`src/rtl/fp_alu_pkg.sv`:
```
// Shared constants and types for the FP ALU arbiter.
package fp_alu_pkg;

    localparam logic [2:0]  OP_ADD = 3'b000;
    localparam logic [2:0]  OP_SUB = 3'b001;
    localparam logic [2:0]  OP_MUL = 3'b010;
    localparam logic [2:0]  OP_DIV = 3'b011;

    localparam logic [31:0] QNAN   = 32'h7FC00000;

    localparam int FLG_EXC = 2;
    localparam int FLG_OVF = 1;
    localparam int FLG_UNF = 0;

    typedef enum logic [1:0] {
        IDLE = 2'd0,
        EXEC = 2'd1,
        RESP = 2'd2
    } state_t;

    typedef struct packed {
        logic [31:0] a;
        logic [31:0] b;
        logic [2:0]  op;
    } cmd_t;

    typedef struct packed {
        logic        id;
        logic [31:0] result;
        logic [2:0]  flags;
    } rsp_t;

    // Opcodes with bit 2 set have no ALU operation behind them.
    function automatic logic op_illegal(input logic [2:0] op);
        return op[2];
    endfunction

endpackage

```
`src/rtl/fp_alu_arbiter_rr_arb2.sv`:
```
// Two-input round-robin arbiter; the pointer moves only on an accepted grant.
module rr_arb2 (
    input  logic       clk,
    input  logic       rst_n,
    input  logic [1:0] req,
    input  logic       upd,
    output logic       gnt_id,
    output logic       gnt_any
);

    logic last_grant;

    // Lone requester wins; on a tie the one not served last wins.
    always_comb begin
        gnt_any = |req;
        if (&req) gnt_id = ~last_grant;
        else      gnt_id = req[1];
    end

    // Reset to 1 so requester 0 takes the first tie.
    always_ff @(posedge clk or negedge rst_n) begin
        if (!rst_n)   last_grant <= 1'b1;
        else if (upd) last_grant <= gnt_id;
    end

endmodule

```
`src/rtl/fp_alu_arbiter.sv`:
```
// Shares one single-precision FP ALU between two requesters.
// Optional: FP_ALU_STICKY_FLAGS_EN adds clr_sticky / sticky_flags.
module fp_alu_arbiter
    import fp_alu_pkg::*;
#(
    parameter int ALU_LATENCY = 2,
    parameter int CNT_W       = 4
) (
    input  logic        clk,
    input  logic        rst_n,
    input  logic        req0_valid,
    output logic        req0_ready,
    input  logic [31:0] req0_a,
    input  logic [31:0] req0_b,
    input  logic [2:0]  req0_op,
    input  logic        req1_valid,
    output logic        req1_ready,
    input  logic [31:0] req1_a,
    input  logic [31:0] req1_b,
    input  logic [2:0]  req1_op,
    output logic [31:0] alu_a,
    output logic [31:0] alu_b,
    output logic [2:0]  alu_op,
    input  logic [31:0] alu_result,
    input  logic        alu_exception,
    input  logic        alu_overflow,
    input  logic        alu_underflow,
    output logic        rsp_valid,
    input  logic        rsp_ready,
    output logic        rsp_id,
    output logic [31:0] rsp_result,
    output logic [2:0]  rsp_flags,
    output logic        busy
`ifdef FP_ALU_STICKY_FLAGS_EN
   ,input  logic        clr_sticky,
    output logic [2:0]  sticky_flags
`endif
);

    localparam logic [CNT_W-1:0] LAT_M1 = CNT_W'(ALU_LATENCY - 1);

    state_t           state, state_nxt;
    logic [CNT_W-1:0] cnt;
    cmd_t             cmd_sel, drv;
    rsp_t             rsp;
    logic             gnt_id, gnt_any, hs, capture, sel_illegal;
    logic [2:0]       cap_flags;

    rr_arb2 u_arb (
        .clk     (clk),
        .rst_n   (rst_n),
        .req     ({req1_valid, req0_valid}),
        .upd     (hs),
        .gnt_id  (gnt_id),
        .gnt_any (gnt_any)
    );

    assign cmd_sel     = gnt_id ? cmd_t'{req1_a, req1_b, req1_op}
                                : cmd_t'{req0_a, req0_b, req0_op};
    assign sel_illegal = op_illegal(cmd_sel.op);
    assign hs          = (state == IDLE) && gnt_any;
    assign capture     = (state == EXEC) && (cnt == '0);

    assign cap_flags[FLG_EXC] = alu_exception;
    assign cap_flags[FLG_OVF] = alu_overflow;
    assign cap_flags[FLG_UNF] = alu_underflow;

    // State register.
    always_ff @(posedge clk or negedge rst_n) begin
        if (!rst_n) state <= IDLE;
        else        state <= state_nxt;
    end

    // Next state and grant handshake; ready is only offered from IDLE.
    always_comb begin
        state_nxt  = state;
        req0_ready = 1'b0;
        req1_ready = 1'b0;
        case (state)
            IDLE: begin
                req0_ready = hs && !gnt_id;
                req1_ready = hs &&  gnt_id;
                if (hs) state_nxt = sel_illegal ? RESP : EXEC;
            end
            EXEC:    if (capture)   state_nxt = RESP;
            RESP:    if (rsp_ready) state_nxt = IDLE;
            default: state_nxt = IDLE;
        endcase
    end

    // Operand drive, latency counter and response capture.
    always_ff @(posedge clk or negedge rst_n) begin
        if (!rst_n) begin
            drv <= '0;
            rsp <= '0;
            cnt <= '0;
        end else begin
            if (hs) begin
                rsp.id <= gnt_id;
                if (sel_illegal) begin
                    rsp.result <= QNAN;
                    rsp.flags  <= 3'b100;
                end else begin
                    drv <= cmd_sel;
                    cnt <= LAT_M1;
                end
            end
            if (state == EXEC) begin
                if (capture) begin
                    rsp.result <= alu_result;
                    rsp.flags  <= cap_flags;
                end else begin
                    cnt <= cnt - 1'b1;
                end
            end
        end
    end

`ifdef FP_ALU_STICKY_FLAGS_EN
    // Accumulate flags across responses until software clears them.
    always_ff @(posedge clk or negedge rst_n) begin
        if (!rst_n)                 sticky_flags <= '0;
        else if (capture)           sticky_flags <= (clr_sticky ? 3'b000 : sticky_flags) | cap_flags;
        else if (hs && sel_illegal) sticky_flags <= (clr_sticky ? 3'b000 : sticky_flags) | 3'b100;
        else if (clr_sticky)        sticky_flags <= '0;
    end
`endif

    assign alu_a      = drv.a;
    assign alu_b      = drv.b;
    assign alu_op     = drv.op;
    assign rsp_valid  = (state == RESP);
    assign rsp_id     = rsp.id;
    assign rsp_result = rsp.result;
    assign rsp_flags  = rsp.flags;
    assign busy       = (state != IDLE);

endmodule

```
`config.mk`:
```
export PLATFORM = sky130hd
export DESIGN_NAME = fp_alu_arbiter
export DESIGN_NICKNAME = d
export VERILOG_FILES = /design/src/rtl/fp_alu_pkg.sv /design/src/rtl/fp_alu_arbiter_rr_arb2.sv /design/src/rtl/fp_alu_arbiter.sv
export SDC_FILE = /design/constraint.sdc
export NUM_CORES = 1
export LEC_CHECK = 0
export CAP_MARGIN = 10
export CORE_ASPECT_RATIO = 1.2
export CORE_MARGIN = 2
export CORE_UTILIZATION = 43
export DETAILED_ROUTE_END_ITERATION = 8
export PLACE_DENSITY = 0.9
export SYNTH_ARGS = -nofsm -noshare
export SYNTH_HDL_FRONTEND = slang
export SYNTH_SLANG_ARGS = --single-unit
```
`constraint.sdc`:
```
create_clock -name clk -period 2.7 [get_ports clk]
set_input_delay 0.54 -clock clk [delete_from_list [all_inputs] [get_ports clk]]
set_output_delay 0.54 -clock clk [all_outputs]
set_load 0.02 [all_outputs]
```
# Word level (Yosys, flattened, before mapping)
# Cells that the tools add are included.
# word_totals
register_bits	109
latchBits	0
ramBits	0
rom_bits	0
input_bits	174
out_inout_bits	107
elab_cells	46
n_memories	0
# classes
add_sub_neg	1
n_mul	0
div	0
magnitude_cmp	0
n_eq_ne	5
n_shift	0
muxes	17
n_bitwise	2
reduce_logical	12
# ops
operator	count
35-bit 2-to-1 mux	4
67-bit 2-to-1 mux	1
4-bit 2-to-1 mux	4
2-bit 2-to-1 mux	4
2-bit case mux with 3 select lines	1
1-bit logical AND	4
4-bit zero test	1
2-bit != test, second input constant	2
2-bit AND reduction	2
4-bit by 1-bit subtractor with 4-bit output, second input constant	1
1-bit 2-to-1 mux	3
3-bit AND reduction	1
2-bit by 1-bit == test with 1-bit output, second input constant	1
2-bit == test, second input constant	1
2-bit zero test	1
2-bit by 1-bit != test with 1-bit output, second input constant	1
1-bit NOT	2
2-bit nonzero test	1
2-bit OR reduction	1
1-bit zero test	1

# Depth between registers and ports, before layout
# logic_depth
word_depth	7
mapped_depth	7
depth_no_buf	6

# Cells and area by module
# From an unflattened synthesis, not the netlist that was laid out.
# hier_totals
cells_unflattened	424
hier_area_um2	4986.0
# by_module_without_submodules
module	n_inst	cells_per_inst	area_each_um2	seq_area_each_um2
fp_alu_arbiter	1	420	4927.2	2702.6
rr_arb2	1	4	58.8	26.3

# Worst setup path before layout
# Ideal clock, no wire load.
# synth_timing
kind	input-to-output
from	input port req0_valid
to	output port req1_ready
arrival_time_ns	1.202
t_required_ns	2.160
path_slack_ns	0.958
stages	4
path_buffers	1
cell_sequence	nand2_1 -> nand2_1 -> buf_2 -> nor2_1
# synth_via
elab_chain_cells	4
elab_cells_between_ends	6
classes_between	mux: 2; reduce/logical: 4
# synth_lines
item	line	rtl
start, declared	fp_alu_arbiter.sv:11	input logic req0_valid,
2-bit AND reduction or 2-bit OR reduction (tied branches)	fp_alu_arbiter_rr_arb2.sv:16, fp_alu_arbiter_rr_arb2.sv:15	
1-bit 2-to-1 mux or 1-bit logical AND (tied branches)	fp_alu_arbiter_rr_arb2.sv:16, fp_alu_arbiter.sv:61	
1-bit logical AND *	fp_alu_arbiter.sv:82	req1_ready = hs && gnt_id;
1-bit 2-to-1 mux *	fp_alu_arbiter.sv:79	case (state)
end, declared	fp_alu_arbiter.sv:17	output logic req1_ready,
# Mark *: on every way between the ends. The rest lies on a longest branch, timed or not.

# Worst setup path after layout
# Same ends and word-level chain as after synthesis.

==> summary.txt <==
Timing
  • Clock skew: 9.47 ps
  • RSZ-0062 raised after global routing: false
  • Slack of the critical path: 78.5 ps
  • Max-slew headroom: 46.7%
  • Max Transition Viols Final: 0
  • Worst slew pin tran: 798 ps
  • FMAX: approximately 380 MHz
  • Setup TNS: 0 ps
  • Final min period: ~2600 ps
  • Hold Fails Final Rpt: 0
  • Final worst-path cycle share: between 90% and 100%
  • Hold_ws: 209 ps
  • Final setup violation count: 0

Finish
  • N_diodes: 0
  • Area growth, synth to finish: 59.6%
  • Nets@finish: about 940
  • Share of post-route cells with drive strength above 1: 13.7%

Route
  • Routed vias/inst: 5.41
  • Via count: 5069
  • Total wire length: 16700 um
  • DRC: 0
  • Wire per inst: 17.8 um
  • Drt first pass iters: 4
  • Iteration-0 DRC count of the detailed router: 293
  • Antenna viol nets, final: 0

Hold path
  • Hold crit path type: in2async

Clock tree
  • Post-CTS Setup Bufs: 0
  • Resized Gates After CTS: 0
  • Worst-Skew Late Latency: 340 ps
  • CTS H-Tree Depth: 3
  • Worst-path clk slew: 70 ps
  • Num Clock Sinks: between 100 and 150
  • CTS tree: yes
  • Cts bufs inserted: 9
  • Clock Tree Root: clkbuf_16
  • Hold-fix buffers at CTS: 0
  • CTS Buffer Depth: 2

Worst setup path
  • Setup crit end kind: output pin
  • Crit path max fanout: 5
  • Crit path launch type: input port
  • Arrival @ worst endpoint: 2080 ps
  • CP required: 2160 ps
  • Critical path class: in2out

Power and ir drop
  • Lkg Pwr: 0.00337 uW
  • PnR Total Power: 9200 uW
  • Peak supply drop: between 0.5 and 0.6 mV
  • PwrDens: around 1100 mW/mm2

Synth
  • Synth Instances: 509
  • Most common cell in the netlist: dfrtp_1
  • Distinct cell type count after synthesis: 37
  • FFs w/ async S/R, synth: 100%
  • Synth area leader: dfrtp_1
  • Synth Cell Area: 0.00548 mm2
  • EDFF count, synth: 0
  • Synth Register Bits: 109
  • Sequential area share after synthesis: 49.8%
  • Syn_nets: 685
  • Area contributors post-synth: dfrtp_1 (49%), a2bb2oi_2 (18%), o21ai_0 (8.3%)
  • Syn Area/Cell: 10.8 um2
  • Post-synth top area share: 49.3%
  • Synth cell count leaders: dfrtp_1 (108), o21ai_0 (91), or3_1 (67), a2bb2oi_2 (66), nand2_1 (58)
  • Post-synth top flop: dfrtp_1
  • Synth warn: 0

Floorplanning
  • Die width: 107 um
  • Initial core utilization: 43.6%
  • Total die area: 0.0137 mm2
  • Row count: between 40 and 50
  • # IOs: ~280
  • Core Box Area: 0.0126 mm2
  • Chip height: ~130 um

GRT
  • Global-route usage over all layers: about a quarter
  • Vias in the first global route: 5262
  • Grt ovf: 0
  • Largest net degree at the start of global routing: 67
  • First-pass GRT wire length: 26200 um
  • Initial antenna violation count: 0

Outcome
  • Status: finished, final reports clean

Placement
  • Port Buffers: 279
  • Post-DP HPWL: 12500 um
  • RePlAce Congestion: between 0.8 and 0.9
  • Dpl ws: 76.3 ps

Flow run
  • Max Cap Violations: 0
-- registers in the layout (all words and copies together), names as in the netlist --
| register | count |
|---|---|
| cnt | 4 |
| alu_b | 32 |
| alu_op | 2 |
| alu_a | 32 |
| state | 2 |
| rsp_id | 1 |
| rsp_result | 32 |
| u_arb.last_grant | 1 |
| rsp_flags | 3 |
-- worst max-delay path, stage by stage --
cell	delay, ps
clkdlybuf4s50_1	550
nand2_1	130
nand2_2	70
nor2_1	160
clkdlybuf4s50_1	630
-- layout make-up --
type,instances,area [um2]
fillers,905,3810
clock buffers,11,243
flip-flops and latches,109,2730
repair buffers,293,2950
clock inverters,5,106
well taps,164,205
inverters,6,22.5
multi-input cells,349,2490
-- cell usage in the layout, fill, tap and decap left out, types with 3 or more instances in the layout --
cell type,instances
nand2b_1,3
a2bb2oi_2,66
nor2_1,24
buf_4,10
clkdlybuf4s50_1,277
bufinv_16,3
dfrtp_1,108
o21ai_0,91
nand2_1,57
a31oi_1,3
buf_12,5
clkbuf_16,9
a21oi_1,11
inv_1,5
or3_1,67
-- through the flow --
step | area (um2) | utilization (%) | instances
floorplan | 5480 | - | 509
global placement | 8400 | 66.9 | 921
detailed placement | 8400 | 66.9 | 921
CTS | 8740 | 69.6 | 937
global route | 8740 | 69.6 | 937
finish | 8740 | 69.6 | 937
-- power by group --
part,switching [uW],internal [uW],total [uW]
sequential,509,2340,2850
combinational,2340,2490,4830
clock,588,936,1520
total,3440,5770,9200
-- cells by family (layout without fill, tap and decap cells) --
logic type,count (synthesis),count (layout),share of synthesized area [%]
adder cells (fa/ha/maj),2,2,0.457
other,1,1,0.0685
buffers and inverters,51,315,5.12
multiplexers,1,1,0.183
flip-flops,109,109,49.8
AND/OR/NAND/NOR,163,163,14.9
AO/OA/AOI/OAI,182,182,29.5
-- path summary, 6_finish.rpt --
check / startpoint / to / slack, ps / cells after the start
hold / removal: rst_n / alu_a[23]$_DFFE_PN0P_ / 210 / 1
setup / recovery: req0_valid / req1_ready / 80 / 5
hold reg to reg: rsp_id$_DFFE_PN0N_ / rsp_id$_DFFE_PN0N_ / 490 / 1
max in group asynchronous: rst_n / u_arb.last_grant$_DFFE_PN1N_ / 1690 / 2
setup reg to reg: state[0]$_DFFE_PN0P_ / rsp_result[1]$_DFF_PN0_ / 580 / 5
min in group clk: rsp_id$_DFFE_PN0N_ / rsp_id$_DFFE_PN0N_ / 490 / 1
-- routing by layer --
layer / vias to the layer above / wire length [um] / GRT usage, %
met3: 37 / 1040 / 4.29
met1: 2473 / 6340 / 28.3
met5: - / 0 / 0
met4: 0 / 434 / 9.01
li1: 2336 / - / -
met2: 223 / 8850 / 44.8
Note: power is estimated with default switching activity, not from simulation.
